<file path="src/rtl/mac_ctrl_pkg.sv">
// Shared types and constants for the MAC array pass controller.
package mac_ctrl_pkg;

  localparam int unsigned DefRow     = 8;
  localparam int unsigned DefCol     = 8;
  localparam int unsigned DefCntBw   = 8;
  localparam int unsigned DefLoadGap = 16;

  typedef enum logic [2:0] {
    IDLE,
    KLOAD,
    KGAP,
    EXEC,
    DRAIN,
    DONE
  } state_e;

  localparam logic [1:0] INST_NOP = 2'b00;
  localparam logic [1:0] INST_KLD = 2'b01;
  localparam logic [1:0] INST_EXE = 2'b10;

endpackage

</file>
<file path="src/rtl/mac_issue_cnt.sv">
// Enable-gated up counter with synchronous clear; tc flags the enabled cycle at cnt == term.
module mac_issue_cnt #(
  parameter int unsigned width = 8
) (
  input  logic             clk,
  input  logic             reset,
  input  logic             clr,
  input  logic             en,
  input  logic [width-1:0] term,
  output logic             tc
);

  logic [width-1:0] cnt_q;

  always_ff @(posedge clk) begin
    if (!reset || clr) begin
      cnt_q <= '0;
    end else if (en) begin
      cnt_q <= cnt_q + width'(1);
    end
  end

  assign tc = en && (cnt_q == term);

endmodule

</file>
<file path="src/rtl/mac_array_ctrl.sv">
// Sequences one kernel-load / execute pass of the weight-stationary MAC array:
// pulls L0 words, drives inst_w and gates column valids into OFIFO writes.
module mac_array_ctrl
  import mac_ctrl_pkg::*;
#(
  parameter int unsigned row      = DefRow,
  parameter int unsigned col      = DefCol,
  parameter int unsigned cnt_bw   = DefCntBw,
  parameter int unsigned load_gap = DefLoadGap
) (
  input  logic              clk,
  input  logic              reset,
  input  logic              start,
  input  logic [cnt_bw-1:0] num_act,
  output logic              busy,
  output logic              done,
  input  logic              l0_empty,
  output logic              l0_rd,
  output logic [1:0]        inst_w,
  input  logic              ofifo_afull,
  input  logic [col-1:0]    col_valid,
  output logic [col-1:0]    ofifo_wr
);

  // Never let the gap drop below the inst_w flight time through the array.
  localparam int unsigned gap_cycles = (load_gap > row + col) ? load_gap : row + col;
  localparam int unsigned kw = (col > 1) ? $clog2(col) : 1;
  localparam int unsigned gw = $clog2(gap_cycles + 1);

  state_e            state_q, state_d;
  logic [cnt_bw-1:0] act_tgt_q, act_tgt_d;
  logic [cnt_bw-1:0] act_term;
  logic              ocnt_hit_q, ocnt_hit_d;

  logic cnt_clr, k_issue, a_issue, g_en, o_en;
  logic k_tc, g_tc, a_tc, o_tc;

  assign cnt_clr  = (state_q == IDLE);
  assign k_issue  = (state_q == KLOAD) && !l0_empty;
  assign a_issue  = (state_q == EXEC) && !l0_empty && !ofifo_afull;
  assign g_en     = (state_q == KGAP);
  assign o_en     = ((state_q == EXEC) || (state_q == DRAIN)) && col_valid[col-1];
  assign act_term = act_tgt_q - cnt_bw'(1);

  mac_issue_cnt #(.width(kw)) u_kcnt (
    .clk   (clk),
    .reset (reset),
    .clr   (cnt_clr),
    .en    (k_issue),
    .term  (kw'(col - 1)),
    .tc    (k_tc)
  );

  mac_issue_cnt #(.width(gw)) u_gcnt (
    .clk   (clk),
    .reset (reset),
    .clr   (cnt_clr),
    .en    (g_en),
    .term  (gw'(gap_cycles - 1)),
    .tc    (g_tc)
  );

  mac_issue_cnt #(.width(cnt_bw)) u_acnt (
    .clk   (clk),
    .reset (reset),
    .clr   (cnt_clr),
    .en    (a_issue),
    .term  (act_term),
    .tc    (a_tc)
  );

  mac_issue_cnt #(.width(cnt_bw)) u_ocnt (
    .clk   (clk),
    .reset (reset),
    .clr   (cnt_clr),
    .en    (o_en),
    .term  (act_term),
    .tc    (o_tc)
  );

  always_ff @(posedge clk) begin
    if (!reset) begin
      state_q    <= IDLE;
      act_tgt_q  <= '0;
      ocnt_hit_q <= 1'b0;
    end else begin
      state_q    <= state_d;
      act_tgt_q  <= act_tgt_d;
      ocnt_hit_q <= ocnt_hit_d;
    end
  end

  always_comb begin
    state_d    = state_q;
    act_tgt_d  = act_tgt_q;
    ocnt_hit_d = ocnt_hit_q || o_tc;
    busy       = 1'b1;
    done       = 1'b0;
    l0_rd      = 1'b0;
    inst_w     = INST_NOP;
    ofifo_wr   = '0;
    unique case (state_q)
      IDLE: begin
        busy       = 1'b0;
        ocnt_hit_d = 1'b0;
        if (start) begin
          act_tgt_d = num_act;
          state_d   = KLOAD;
        end
      end
      KLOAD: begin
        if (k_issue) begin
          l0_rd  = 1'b1;
          inst_w = INST_KLD;
          if (k_tc) state_d = KGAP;
        end
      end
      KGAP: begin
        if (g_tc) state_d = (act_tgt_q == '0) ? DRAIN : EXEC;
      end
      EXEC: begin
        ofifo_wr = col_valid;
        if (a_issue) begin
          l0_rd  = 1'b1;
          inst_w = INST_EXE;
          if (a_tc) state_d = DRAIN;
        end
      end
      DRAIN: begin
        ofifo_wr = col_valid;
        // ocnt may already have reached the target while still executing.
        if (o_tc || ocnt_hit_q || (act_tgt_q == '0)) state_d = DONE;
      end
      DONE: begin
        done    = 1'b1;
        state_d = IDLE;
      end
      default: state_d = IDLE;
    endcase
  end

endmodule

</file>
<file path="config.mk">
export PLATFORM = sky130hd
export DESIGN_NAME = mac_array_ctrl
export DESIGN_NICKNAME = d
export VERILOG_FILES = /design/src/rtl/mac_ctrl_pkg.sv /design/src/rtl/mac_issue_cnt.sv /design/src/rtl/mac_array_ctrl.sv
export SDC_FILE = /design/constraint.sdc
export NUM_CORES = 1
export LEC_CHECK = 0
export CAP_MARGIN = 5
export CORE_MARGIN = 2
export CORE_UTILIZATION = 53
export DETAILED_ROUTE_END_ITERATION = 16
export PLACE_DENSITY = 0.86
export SLEW_MARGIN = 20
export SYNTH_ARGS = -nofsm -noshare
export SYNTH_HDL_FRONTEND = slang
export SYNTH_HIERARCHICAL = 1
export SYNTH_SLANG_ARGS = --single-unit
</file>
<file path="constraint.sdc">
create_clock -name clk -period 3.52 [get_ports clk]
set_input_delay 0.528 -clock clk [delete_from_list [all_inputs] [get_ports clk]]
set_output_delay 0.528 -clock clk [all_outputs]
set_load 0.05 [all_outputs]
</file>
Yosys cells after proc, flatten, opt, wreduce, memory -nomap -nowiden
Index checks and enable logic that the tools add are counted.
Operators by class
  multiply operators: 0
  equality and inequality tests: 16
  shift operators: 0
  bitwise operators: 1
  add/sub/neg operators: 5
  divide/modulo/power cells: 0
  $lt $le $gt $ge: 0
  reductions and logical operators: 21
  muxes and demuxes: 18
Operator list (count)
  2-to-1 mux 3 bit: 8
  adder 8 x 1 -> 8 bit (second input constant): 2
  == test 8 bit: 2
  one-hot mux 3 bit (5 select lines): 1
  == test 3 bit (second input constant): 3
  logical AND 1 bit: 8
  zero test 8 bit: 1
  2-to-1 mux 8 bit: 1
  inequality test 2 bit (second input constant): 4
  subtractor 8 x 1 -> 8 bit (second input constant): 1
  AND reduction 7 bit: 1
  == test 3 x 2 -> 1 bit (second input constant): 2
  inequality test 2 x 1 -> 1 bit (second input constant): 3
  adder 5 x 1 -> 5 bit (second input constant): 1
  == test 5 x 4 -> 1 bit (second input constant): 1
  2-to-1 mux 1 bit: 5
  logical OR 1 bit: 4
  one-hot mux 2 bit (2 select lines): 1
  OR reduction 2 bit: 2
  adder 3 x 1 -> 3 bit (second input constant): 1
  == test 3 x 1 -> 1 bit (second input constant): 1
  zero test 1 bit: 3
  zero test 3 bit: 1
  2-to-1 mux 2 bit: 1
  3 further kinds: 3
Word-level totals
  flip-flop bits (word level): 36
  input bits: 21
  bits in read-only memories: 0
  memories: 0
  memory bits (writable): 0
  latch bits: 0

Longest topological paths before layout
  depth in word-level cells: 8
  depth in mapped cells: 11

By module
Netlist, hierarchy kept.
Modules (own cells, without submodules)
  mac_issue_cnt (u_acnt ...): cells each 51, instances 2, area an instance 436.7 sq um
  mac_array_ctrl: cells each 109, instances 1, area an instance 852.1 sq um
  mac_issue_cnt (u_gcnt): cells each 27, instances 1, area an instance 255.2 sq um
  mac_issue_cnt (u_kcnt): cells each 16, instances 1, area an instance 162.7 sq um

Least setup slack after synthesis
Ideal clock, no wire load.
  kind: register to register
  from: register act_tgt_q[2]
  to: register state_q[0]
  data arrival time: 2.537 ns
  library setup time: 0.125 ns
  path buffers: 0
  period minus slack after synthesis: 2.662 ns
  cell stages (with the launch flop): 11
  slack: 0.858 ns
  cells stage by stage: dfxtp_1 -> or4_4 -> nor4_1 -> xor2_1 -> xnor2_1 -> nand3_1 -> nor3_1 -> or2b_2 -> o21ai_0 -> o221ai_2 -> mux2i_1
RTL lines
  start: declaration: line mac_array_ctrl.sv:31  | logic [cnt_bw-1:0] act_tgt_q, act_tgt_d;
  start signal: assignment: line mac_array_ctrl.sv:88  | act_tgt_q <= act_tgt_d;
  subtractor 8 x 1 -> 8 bit: line mac_array_ctrl.sv:43  | assign act_term = act_tgt_q - cnt_bw'(1);
  named net act_term[7]: line mac_array_ctrl.sv:32  | logic [cnt_bw-1:0] act_term;
  == test 8 bit: line mac_issue_cnt.sv:23  | assign tc = en && (cnt_q == term);
  logical AND 1 bit: line mac_issue_cnt.sv:23
  named net a_tc: line mac_array_ctrl.sv:36  | logic k_tc, g_tc, a_tc, o_tc;
  inequality test 2 bit (no line)
  AND reduction 7 bit (no line)
  end signal: assignment: line mac_array_ctrl.sv:87  | state_q <= state_d;
  end: declaration: line mac_array_ctrl.sv:30  | state_e state_q, state_d;
The timed path passes the listed nets, and every way through them passes these cells. The select of a mux whose other input is x is not followed.
A chain may end at the register's enable or synchronous reset.

Final worst setup path
  from: register state_q[2]
  to: output port ofifo_wr[7]
Between the ends
  cells in the longest elaborated chain, start to end: 3
Ends and longest elaborated chain
  == test 3 x 2 -> 1 bit / == test 3 bit (equally long branches): line mac_array_ctrl.sv:102  | unique case (state_q)
  OR reduction 2 bit (no line) (*)
  2-to-1 mux 8 bit (*): line mac_array_ctrl.sv:102
  end: declaration: line mac_array_ctrl.sv:22  | output logic [col-1:0] ofifo_wr
Mark *: on every way between the ends. The rest lies on a longest branch, timed or not.

==> results.py <==
metrics = {
    "status": {
        "outcome": "finished, final reports clean",
    },
    "routing": {
        "drt_first_pass_iters": 4,
        "routed_wl_um": 4290,
        "drt_iter0_markers": 105,
        "vias": 1792,
        "ant_nets": 0,
        "vias_per_cell": 5.26,
        "wl_per_cell_um": 12.6,
        "remaining_drc_errors": 0,
    },
    "cts": {
        "clock_latency_ns": 0.28,
        "numCtsBuffers": 5,
        "cts_tree": "built",
        "cts-root-buf": "clkbuf_8",
        "clock-sinks": 36,
        "postCtsHoldBufs": 0,
        "cts_resized": 0,
        "cts-htree-levels": 2,
        "cts_buffer_depth": 2,
        "post_cts_buffers": 0,
        "clkSlewWorstSetupHoldPaths_ns": 0.07,
    },
    "final_layout": {
        "nets": 318,
        "final_area_sq_um": 2590,
        "finalNonFillerCells": 341,
        "final_layout_size_suffix_gt1_frac": 0.0687,
        "num-fill-cells": 320,
        "areaGrowthSynthToFinish_pct": 21.0,
        "diodes": 0,
        "utilization": 0.658,
    },
    "synthesis": {
        "synth_top_area_cell": "dfxtp_1",
        "syn_inst": 254,
        "ys_seq_area_frac": 0.336,
        "synth_top_cell_area_share": 0.336,
        "yosysWarnings": 6,
        "synth.area.top_cells": "dfxtp_1 (34%), xnor2_1 (11%), xor2_1 (6.9%)",
        "ys_seq_elements": 36,
        "syn_avg_cell_area_sq_um": 8.44,
        "syn_area_sq_um": 2140,
        "synthFlopType": "dfxtp_1",
        "synth.distinct_cells": 43,
        "synth_edf_count": 0,
        "ys_async_sr_fraction": 0,
    },
    "placement": {
        "gp_congestion": 0.876,
        "placed_area_sq_um": 2510,
        "hpwl_um": 3220,
        "portBuffers": 33,
        "place_inst": 334,
        "place_ws_ns": 0.623,
    },
    "timing": {
        "timing.final.crit_share": 0.879,
        "post-route-min-period_ns": 3.09,
        "worst_pin_slew_ns": 0.622,
        "setup_ws_ns": 0.426,
        "tns_ns": 0,
        "fmax_ghz": 0.323,
        "clock_skew_ns": 0.00318,
        "max_slew_margin": 0.584,
        "setup_viol": 0,
        "rsz0062_at_grt": "no",
        "slew_viol_final": 0,
        "hold_viol_final": 0,
    },
    "power": {
        "peakVddDrop_mv": 0.312,
        "combPwrFrac": 0.447,
        "clock_power_share": 0.199,
        "pwr_density_cell_nw_per_um2": 529,
        "leakagePower_uw": 0.000943,
        "p_int_uw": 836,
        "p_sw_uw": 535,
        "p_sw_frac": 0.390,
        "sequentialPowerShare": 0.354,
    },
    "critical_path": {
        "worstPathRequired_ns": 2.99,
        "regToRegStartpoint": "act_tgt_q[2]$_SDFFE_PN0P_",
        "worstSetupPathType": "reg -> out",
        "rr_worst_depth": 10,
        "worstSetupStartpointType": "flip-flop",
        "cp_max_fo": 8,
        "endpoint_kind": "primary output",
        "rrSetupSlack_ns": 0.62,
        "r2r_end": "state_q[0]$_SDFFE_PN0P_",
        "arrival_ns": 2.57,
    },
    "global_routing": {
        "grt_max_degree": 20,
        "grt_pass1_wl_um": 7140,
        "grtUsageTotal": 0.206,
        "grt_pass1_vias": 1651,
        "grt_antenna_before_repair": 0,
        "overflow": 0,
    },
    "min_path": {
        "hold_path_depth": 2,
        "min_from": "u_acnt/cnt_q[7]$_SDFFE_PP0P_",
        "holdPathEnd": "u_acnt/cnt_q[7]$_SDFFE_PP0P_",
        "hold_path.class": "reg -> reg",
    },
    "flow_run": {
        "cap_viol_max_count": 0,
    },
    "floorplanning": {
        "rows": 23,
        "dieArea_sq_um": 4570,
        "num_io_pins": 34,
        "dieWidth_um": 67.6,
        "core-area_sq_um": 3940,
        "initial_core_util": 0.544,
        "die_h_um": 67.6,
    },
}
## worst max-delay path: stages, from the launching register on
cell and delay (ns):
dfxtp_1 0.45, nor3b_1 0.35, a21o_1 0.25, and2_1 0.36, clkdlybuf4s50_1 0.87
## final cells by class
cell class | instances | area [sq um] | share of cell area
multi-input combinational | 206 | 1360 | 0.524
sequential | 36 | 721 | 0.278
timing repair buffer | 36 | 350 | 0.135
clock buffer | 6 | 72.6 | 0.0280
tap | 50 | 62.6 | 0.0241
inverter | 6 | 22.5 | 0.00869
clock inverter | 1 | 5.00 | 0.00193
## per-stage QoR
| stage | hold slack (ns) | power [uW] |
|---|---|---|
| 6_report | 0.524 | 1370 |
| 5_1_grt | 0.533 | 1450 |
| 4_1_cts | 0.519 | 1380 |
| 3_5_place_dp | 0.509 | 1100 |
| 3_3_place_gp | 0.490 | 1090 |
| 2_1_floorplan | 0.470 | 961 |
## layer usage
layer  wire, um  global-route usage
met1       1990               0.247
met4         29              0.0587
met2       2140               0.362
met5          0                   0
met3        134              0.0500
## worst max-delay path by stage
stage	startpoint	end	slack [ns]
3_5_place_dp	act_tgt_q[2]$_SDFFE_PN0P_	state_q[0]$_SDFFE_PN0P_	0.62
4_1_cts	state_q[2]$_SDFFE_PN0P_	ofifo_wr[7]	0.41
5_1_grt	state_q[2]$_SDFFE_PN0P_	ofifo_wr[7]	0.23
2_1_floorplan	act_tgt_q[2]$_SDFFE_PN0P_	state_q[0]$_SDFFE_PN0P_	0.86
3_3_place_gp	l0_empty	inst_w[0]	0.74
6_report	state_q[2]$_SDFFE_PN0P_	ofifo_wr[7]	0.43
## state kept, by name (all words and copies together) (netlist names)
name,flops
u_acnt/cnt_q,8
u_ocnt/cnt_q,8
state_q,3
act_tgt_q,8
ocnt_hit_q,1
u_gcnt/cnt_q,5
u_kcnt/cnt_q,3
## cells in the mapped netlist, types with 2 or more instances
cell and n:
xnor2_1 26, clkbuf_1 6, nor4_1 3, nor3b_1 3
buf_4 2, and2b_2 2, nor2_1 21, mux2i_1 5
o21ai_0 7, nand3b_1 2, dfxtp_1 36, and2_1 9
nand3_1 7, a21oi_1 8, nand4_1 8, nand4_2 2
a21boi_0 8, inv_1 6, nand2b_1 6, buf_2 3
nor3_1 7, or3_1 6, xor2_1 17, nand2_1 29
ha_1 6, conb_1 2
## layout by cell type (no fill, tap or decap), types with 3 or more instances in the layout
cell type and count:
o21ai_0 7, clkdlybuf4s50_1 32, conb_1 8, nand4_1 8
mux2i_1 5, clkbuf_8 5, nor4_1 3, buf_4 4
nand3_1 7, nor3b_1 3, ha_1 6, nor3_1 7
nand2_1 29, and2_1 9, dfxtp_1 36, a21boi_0 8
inv_1 6, xor2_1 17, a21oi_1 8, or3_1 6
nor2_1 21, xnor2_1 26, nand2b_1 6
## cells by family after synthesis
kind of cell | Yosys count | share of synthesized area
muxes | 5 | 0.0234
other | 2 | 0.00350
buffers and inverters | 18 | 0.0403
and+or+nand+nor | 113 | 0.290
AOI/OAI and AO/OA | 31 | 0.0957
adders and majority gates | 6 | 0.0350
xor gates and xnor gates | 43 | 0.176
DFF | 36 | 0.336
## power by group through the flow
stage          logic (uW)  registers, uW  clock network (uW)
2_1_floorplan         490            472                   0
3_3_place_gp          594            492                   0
3_5_place_dp          609            494                   0
4_1_cts               618            484                 276
5_1_grt               669            492                 294
6_report              614            485                 273
Note: power is estimated with default switching activity, not from simulation.
